**config.mk**
```make
export PLATFORM = sky130hd
export DESIGN_NAME = cpu_controller
export DESIGN_NICKNAME = d
export VERILOG_FILES = /design/src/rtl/cpu_ctrl_pkg.sv /design/src/rtl/cpu_controller_instr_dec.sv /design/src/rtl/cpu_controller.sv
export SDC_FILE = /design/constraint.sdc
export NUM_CORES = 1
export LEC_CHECK = 0
export ABC_AREA = 0
export ABC_CLOCK_PERIOD_IN_PS = 2100
export BUFFER_PORTS_ARGS = -buffer_cell sky130_fd_sc_hd__buf_2
export CORE_AREA = 2 2 60 62
export DETAILED_ROUTE_END_ITERATION = 6
export DIE_AREA = 0 0 62 64
export GPL_TIMING_DRIVEN = 0
export PLACE_DENSITY = 0.85
export SLEW_MARGIN = 15
export SYNTH_ARGS = -nofsm -noshare
export SYNTH_HDL_FRONTEND = slang
export SYNTH_SLANG_ARGS = --single-unit
export TNS_END_PERCENT = 100
```
**constraint.sdc**
```tcl
create_clock -name clk -period 2.1 [get_ports clk]
set_input_delay 0.42 -clock clk [delete_from_list [all_inputs] [get_ports clk]]
set_output_delay 0.42 -clock clk [all_outputs]
set_load 0.02 [all_outputs]
```
**src/rtl/cpu_ctrl_pkg.sv**
```systemverilog
// cpu_ctrl_pkg: shared constants for the lab CPU control unit.
// Holds the controller state encodings, the opcode/op encodings of the
// instruction set, the write-back source (vsel) encodings, the one-hot
// register-select (nsel) codes, and helpers giving the state that follows
// DECODE and GET_B for a given opcode/op pair.
package cpu_ctrl_pkg;

    // Controller states
    localparam logic [3:0] S_WAIT      = 4'd0;
    localparam logic [3:0] S_DECODE    = 4'd1;
    localparam logic [3:0] S_WRITE_IMM = 4'd2;
    localparam logic [3:0] S_GET_A     = 4'd3;
    localparam logic [3:0] S_GET_B     = 4'd4;
    localparam logic [3:0] S_ALU_EXE   = 4'd5;
    localparam logic [3:0] S_MOV_EXE   = 4'd6;
    localparam logic [3:0] S_CMP_EXE   = 4'd7;
    localparam logic [3:0] S_WRITE_REG = 4'd8;

    // Opcodes and op sub-codes
    localparam logic [2:0] OPC_MOV     = 3'b110;
    localparam logic [2:0] OPC_ALU     = 3'b101;
    localparam logic [1:0] OP_ADD      = 2'b00;
    localparam logic [1:0] OP_CMP      = 2'b01;
    localparam logic [1:0] OP_AND      = 2'b10;
    localparam logic [1:0] OP_MVN      = 2'b11;
    localparam logic [1:0] OP_MOV_REG  = 2'b00;
    localparam logic [1:0] OP_MOV_IMM  = 2'b10;

    // Write-back source select
    localparam logic [1:0] VSEL_C      = 2'b00;
    localparam logic [1:0] VSEL_IMM8   = 2'b01;

    // One-hot register-file address select; NONE falls back to Rm
    localparam logic [2:0] NSEL_NONE   = 3'b000;
    localparam logic [2:0] NSEL_RM     = 3'b001;
    localparam logic [2:0] NSEL_RD     = 3'b010;
    localparam logic [2:0] NSEL_RN     = 3'b100;

    // State entered after DECODE; unknown encodings go straight back to WAIT.
    function automatic logic [3:0] decode_next(input logic [2:0] opcode,
                                               input logic [1:0] op);
        logic [3:0] nxt;
        nxt = S_WAIT;
        if (opcode == OPC_MOV && op == OP_MOV_IMM)      nxt = S_WRITE_IMM;
        else if (opcode == OPC_MOV && op == OP_MOV_REG) nxt = S_GET_B;
        else if (opcode == OPC_ALU && op == OP_MVN)     nxt = S_GET_B;
        else if (opcode == OPC_ALU)                     nxt = S_GET_A;
        return nxt;
    endfunction

    // State entered after GET_B.
    function automatic logic [3:0] get_b_next(input logic [2:0] opcode,
                                              input logic [1:0] op);
        logic [3:0] nxt;
        nxt = S_ALU_EXE;
        if (opcode == OPC_MOV && op == OP_MOV_REG)  nxt = S_MOV_EXE;
        else if (opcode == OPC_ALU && op == OP_CMP) nxt = S_CMP_EXE;
        return nxt;
    endfunction

endpackage

```
**src/rtl/cpu_controller_instr_dec.sv**
```systemverilog
// instr_dec: purely combinational instruction field decoder.
// Ports:
//   ir        in   instruction register contents
//   nsel      in   one-hot register select (Rn/Rd/Rm, none = Rm)
//   opcode    out  IR[15:13]
//   op        out  IR[12:11]
//   shift     out  IR[4:3]
//   aluop     out  op for ALU instructions, ADD for everything else
//   sximm8    out  sign-extended IR[7:0]
//   sximm5    out  sign-extended IR[4:0]
//   readnum   out  register-file read address selected by nsel
//   writenum  out  register-file write address (same as readnum)
module instr_dec
    import cpu_ctrl_pkg::*;
#(
    parameter int WIDTH = 16
) (
    input  logic [WIDTH-1:0] ir,
    input  logic [2:0]       nsel,
    output logic [2:0]       opcode,
    output logic [1:0]       op,
    output logic [1:0]       shift,
    output logic [1:0]       aluop,
    output logic [WIDTH-1:0] sximm8,
    output logic [WIDTH-1:0] sximm5,
    output logic [2:0]       readnum,
    output logic [2:0]       writenum
);

    logic [2:0] rn;
    logic [2:0] rd;
    logic [2:0] rm;

    assign opcode = ir[15:13];
    assign op     = ir[12:11];
    assign rn     = ir[10:8];
    assign rd     = ir[7:5];
    assign shift  = ir[4:3];
    assign rm     = ir[2:0];

    assign sximm8 = {{(WIDTH-8){ir[7]}}, ir[7:0]};
    assign sximm5 = {{(WIDTH-5){ir[4]}}, ir[4:0]};

    // MOV uses the adder with A forced to 0, so it always gets ADD.
    assign aluop = (opcode == OPC_ALU) ? op : OP_ADD;

    always_comb begin
        readnum = rm;
        case (nsel)
            NSEL_RN: readnum = rn;
            NSEL_RD: readnum = rd;
            default: readnum = rm;
        endcase
    end

    assign writenum = readnum;

endmodule

```
**src/rtl/cpu_controller.sv**
```systemverilog
// cpu_controller: multi-cycle control unit for the lab CPU datapath.
// Holds the instruction register, sequences one instruction per start pulse
// and drives the datapath strobes as Moore functions of state and IR.
// Ports:
//   clk, reset            clock; synchronous active-low reset
//   s, load, in           start, IR load enable, instruction word
//   readnum, writenum     register-file addresses
//   shift, ALUop          shifter and ALU operation
//   sximm8, sximm5        sign-extended immediates
//   vsel                  write-back source select
//   loada/b/c, loads      datapath register enables
//   asel, bsel            operand selects
//   write                 register-file write enable
//   w                     high while idle in WAIT
//   state_dbg             current FSM state (for checkers)
//
// Handshake: the controller is ready exactly when w==1. An edge with w==1
// and load==1 copies in into IR; an edge with w==1 and s==1 starts the
// instruction held in IR (including a word loaded on that same edge).
// load and s are ignored while busy (w==0).
module cpu_controller
    import cpu_ctrl_pkg::*;
#(
    parameter int WIDTH = 16
) (
    input  logic             clk,
    input  logic             reset,
    input  logic             s,
    input  logic             load,
    input  logic [WIDTH-1:0] in,
    output logic [2:0]       readnum,
    output logic [2:0]       writenum,
    output logic [1:0]       shift,
    output logic [1:0]       ALUop,
    output logic [WIDTH-1:0] sximm8,
    output logic [WIDTH-1:0] sximm5,
    output logic [1:0]       vsel,
    output logic             loada,
    output logic             loadb,
    output logic             loadc,
    output logic             loads,
    output logic             asel,
    output logic             bsel,
    output logic             write,
    output logic             w,
    output logic [3:0]       state_dbg
);

    logic [3:0]       state;
    logic [WIDTH-1:0] ir;
    logic [2:0]       nsel;
    logic [2:0]       opcode;
    logic [1:0]       op;

    instr_dec #(.WIDTH(WIDTH)) u_dec (
        .ir       (ir),
        .nsel     (nsel),
        .opcode   (opcode),
        .op       (op),
        .shift    (shift),
        .aluop    (ALUop),
        .sximm8   (sximm8),
        .sximm5   (sximm5),
        .readnum  (readnum),
        .writenum (writenum)
    );

    always_ff @(posedge clk) begin
        if (!reset) begin
            state <= S_WAIT;
            ir    <= '0;
        end else begin
            // IR only changes while idle so a running instruction is never corrupted.
            if (load && state == S_WAIT)
                ir <= in;
            case (state)
                S_WAIT:      if (s) state <= S_DECODE;
                S_DECODE:    state <= decode_next(opcode, op);
                S_WRITE_IMM: state <= S_WAIT;
                S_GET_A:     state <= S_GET_B;
                S_GET_B:     state <= get_b_next(opcode, op);
                S_ALU_EXE:   state <= S_WRITE_REG;
                S_MOV_EXE:   state <= S_WRITE_REG;
                S_CMP_EXE:   state <= S_WAIT;
                S_WRITE_REG: state <= S_WAIT;
                default:     state <= S_WAIT;
            endcase
        end
    end

    always_comb begin
        nsel  = NSEL_NONE;
        vsel  = VSEL_C;
        loada = 1'b0;
        loadb = 1'b0;
        loadc = 1'b0;
        loads = 1'b0;
        asel  = 1'b0;
        bsel  = 1'b0;
        write = 1'b0;
        w     = 1'b0;
        case (state)
            S_WAIT:      w = 1'b1;
            S_WRITE_IMM: begin nsel = NSEL_RN; vsel = VSEL_IMM8; write = 1'b1; end
            S_GET_A:     begin nsel = NSEL_RN; loada = 1'b1; end
            S_GET_B:     begin nsel = NSEL_RM; loadb = 1'b1; end
            S_ALU_EXE:   loadc = 1'b1;
            // MOV reg passes B through the adder with A forced to zero.
            S_MOV_EXE:   begin loadc = 1'b1; asel = 1'b1; end
            S_CMP_EXE:   loads = 1'b1;
            S_WRITE_REG: begin nsel = NSEL_RD; vsel = VSEL_C; write = 1'b1; end
            default:     ;
        endcase
    end

    assign state_dbg = state;

endmodule

```
Word level (Yosys, flattened, before mapping)
Index checks and enable logic that the tools add are counted. Widths: inputs -> output; s select.

Register bits: 20. Latch bits: 0. RAM bits: 0. Memory bits (read-only): 0. Bits of input ports: 20. Memories kept: 0.

Add/subtract/negate cells: 0. $mul: 0. Div/mod/pow operators: 0. Order comparisons: 0. Equality and inequality tests: 16. Shift-type cells: 0. Multiplexer cells: 19. Bitwise logic cells: 0. Reduce and logical (&&, ||, !) cells: 10.

Operators with widths (count): $pmux 4 s5 (1); $eq 4x3->1 const B (4); $eq 3x3->1 const B (3); $mux 3 (3); $pmux 3 s3 (1); $eq 4x2->1 const B (2); $mux 1 (8); $mux 2 (4); $pmux 3 s2 (1); $reduce_or 2->1 (3); $logic_and 1x1->1 (5); $eq 2x2->1 const B (2); $eq 4x1->1 const B (1); $eq 4x4->1 const B (1); $logic_not 4->1 (1); $mux 4 (1); $eq 3x2->1 const B (1); $eq 2x1->1 const B (1); $logic_not 2->1 (1); $ne 2x2->1 const B (1).

Longest topological paths before layout
Word-level depth: 6. Gate-level depth with buffers: 5.

Hierarchy
Synthesis repeated with hierarchy kept, for this count alone.

Cells, all modules: 174. Area, all modules: 1480.2 um^2.

By module, submodules not included: cpu_controller (times used 1, cells each 121, area an instance 1056.0 um^2); instr_dec (times used 1, cells each 53, area an instance 424.2 um^2).

Worst setup path before layout
No wires, ideal clock.

Path type: reg2out. Start point: reg state[1], in the netlist state_dbg[1]. End point: out writenum[0]. Arrival: 1685 ps. Required time: 1680 ps. Setup slack: -5 ps. Stages on the path, launching flop included: 6. Cell sequence: dfxtp_1 -> buf_2 -> nor3b_1 -> nor2_1 -> a21o_1 -> buf_4.

Cells in the longest elaborated chain, start to end: 5.

Ends and longest elaborated chain: start, declared (RTL line cpu_controller.sv:49) `logic [3:0] state;`; start signal, assigned (RTL line cpu_controller.sv:78) `S_DECODE: state <= decode_next(opcode, op);`; start signal, assigned (RTL line cpu_controller.sv:81) `S_GET_B: state <= get_b_next(opcode, op);`; $eq 4x2->1 (RTL line cpu_controller.sv:102) `case (state)`; $reduce_or 2->1 (no line); $pmux 3 s3 * (RTL line cpu_controller.sv:102); $eq 3x2->1 or $eq 3x3->1 (tied branches) (RTL line cpu_controller_instr_dec.sv:49) `case (nsel)`; $pmux 3 s2 * (RTL line cpu_controller_instr_dec.sv:49); end, declared (RTL line cpu_controller.sv:32) `output logic [2:0] writenum,`.

Every way passes the cells marked *; elsewhere a longest branch is shown, timed or not.

Worst setup path in the final report
Start point: reg state[2], in the netlist state_dbg[2]. End point: out w.

Cells in the longest elaborated chain, start to end: 2.

Ends and longest elaborated chain: $logic_not 4->1 (RTL line cpu_controller.sv:102); $mux 1 (RTL line cpu_controller.sv:102); end, declared (RTL line cpu_controller.sv:45) `output logic w,`.

Every way passes these cells.

==> metrics.cfg <==
[pwr]
peakVddDrop_v=0.000433
p_per_area_mw_per_mm2=459
p_leak_nw=1.11

[placed_design]
hpwl_microns=2560
place_inst=289
pre_cts_slack_ns=-0.0412
place_congestion=0.816
io_buffers=72

[clock_network]
cts-root-buf=clkbuf_4
htreeDepth=1
insertion_delay_ns=0.30
cts.sinks=20
cts_tree=yes
cts_buffer_depth=2
hold_buffers=0
numCtsBuffers=3
path_clk_slew_ns=0.11

[global_routing]
grt_pass1_wl_microns=5380
grt_usage=0.175
grt_remaining_overflow=0
grt_pass1_vias=1223
antenna_found_initial=0
grt_max_degree=16

[timing]
layout_min_cycle_time_ns=2.06
report.final.slew_viol_count=0
fin_ws_ns=0.0353
setup_viol=0
period_share=0.983
hold_viol_final=0
timing.hold.ws_ns=0.451
fmax_mhz=484
worst_clock_skew_ns=0.00259
rsz0062_at_grt=true
fin_setup_tns_ns=0

[logic_synthesis]
synth-async-reset-ratio=0
synth_cells=170
post_synth.cell_area_avg_sq_um=8.52
synth-seq-area-share=0.277
syn-cell-area_sq_mm=0.00145
synthFlopType=dfxtp_1
yosysWarnings=0
synth_cell_types=33
ys_ff_latch=20
synth_area_leaders=dfxtp_1, buf_4, o21a_1
yosysTopAreaCell=dfxtp_1
synth_edf_count=0
synth_top_area_share=0.277

[setup_path]
reg2reg_slack_ns=0.38
cp_max_fo=10
worst_setup_path_end_kind=output port
start_kind=register
rr_worst_depth=5
r2r_start=state_dbg[2]
worstPathRequired_ns=1.68
rr_endpoint=ir[10]
critPathKind=reg -> out
worstPathArrival_ns=1.64

[die]
initial_core_util=0.441
dieHeight_microns=64
coreArea_sq_mm=0.00328
die_area_sq_mm=0.00397
ioPinCount=76
die-width_microns=62
rows=21

[cells_and_area]
final_cell_mix=buf_2, buf_4, and3_1, o21a_1, dfxtp_1
layout.area.seq_sq_um=410
fin_cells=297
drive_gt1_frac=0.542
mostFrequentLayoutCell=buf_2
finalNetCount=273
area_delta_synth_final_pct=38.4
multi_input_area_sq_um=734
fillCellCount=298
antenna_cells=0

[hold_path]
min-delay-path-class=in -> reg
min_from=in[13]
worstHoldPathCells=3
hold_path_end=ir[13]

[run_status]
status=completed

[route]
wl_per_cell_microns=11.8
postRouteAntennaNets=0
vias=1404
route.detailed.drc=0
drt_iter0_markers=38
dr.pass1.iters=4
wirelength_microns=3500
vias_per_cell=4.73

[flow_run]
cap_violations=0

-- how the worst max path moves through the flow --
| stage | startpoint | end | depth (start not counted) |
|---|---|---|---|
| after global routing | state_dbg[2] | writenum[2] | 6 |
| final | state_dbg[2] | w | 4 |
| after floorplan | state_dbg[3] | writenum[0] | 4 |
| after CTS | state_dbg[2] | writenum[0] | 6 |
| after global placement | state_dbg[2] | writenum[1] | 5 |
| after detailed placement | state_dbg[2] | writenum[0] | 5 |
-- per-layer routing --
metal,up-vias,global-route usage,routed length (microns),share of wire
li1,725,-,-,-
met1,637,0.222,1530,0.44
met2,38,0.297,1730,0.50
met3,4,0.0486,186,0.053
met4,0,0.0239,44,0.013
met5,-,0,0,0
-- flip-flops by register name, summed over array words and instances (netlist names) --
signal	cells
ir	16
state_dbg	4
-- repair_timing --
item / in CTS / in global routing
buffers inserted: 3 / 2
resized for setup: 14 / 7
setup endpoints to repair: 7 / 6
pin swaps: 2 / 8
-- where the power goes --
group | internal (mW) | leakage [nW] | switching (mW)
Combinational | 0.152 | 0.931 | 0.158
Clock | 0.0668 | 0.0138 | 0.114
Sequential | 0.399 | 0.166 | 0.0293
Total | 0.617 | 1.11 | 0.301
-- logic make-up (layout without fill, tap and decap cells) --
kind of cell / after synthesis / after routing / synth area share
buffers and inverters: 54 / 134 / 0.245
AOI/OAI and AO/OA: 48 / 48 / 0.248
and+or+nand+nor: 45 / 45 / 0.216
DFF: 20 / 20 / 0.277
xor gates and xnor gates: 2 / 2 / 0.0121
other: 1 / 2 / 0.00259
-- synth_stat cells, types with 3 or more instances --
cell type,number
a21boi_0,14
nor2_1,4
a22o_1,3
a21o_1,3
dfxtp_1,20
inv_1,3
clkbuf_1,6
nor4b_2,3
o211ai_1,3
nor3b_1,4
o21a_1,16
nand2_1,3
buf_4,39
buf_2,4
a21oi_1,4
and3_1,18
-- cell type report --
class,instances,share of cell area
buffer,51,0.181
clock buffer,3,0.0112
inverter,3,0.00562
multi-input combinational,97,0.367
sequential,20,0.205
tap,46,0.0287
timing repair buffer,77,0.202
-- worst max-delay path, stage by stage, from the launching register on --
cell and delay [ns]:
dfxtp_4 0.38, buf_4 0.14, nor4_4 0.36, clkbuf_4 0.28, buf_2 0.18
-- per-stage QoR --
stage               power [mW]  utilization  instance area, sq um
floorplan                0.653            -                  1460
global route             0.975        0.610                  2000
CTS                      0.914        0.598                  1960
detailed placement       0.742        0.571                  1870
finish                   0.919        0.610                  2000
global placement         0.737        0.571                  1870
Note: power is estimated with default switching activity, not from simulation.
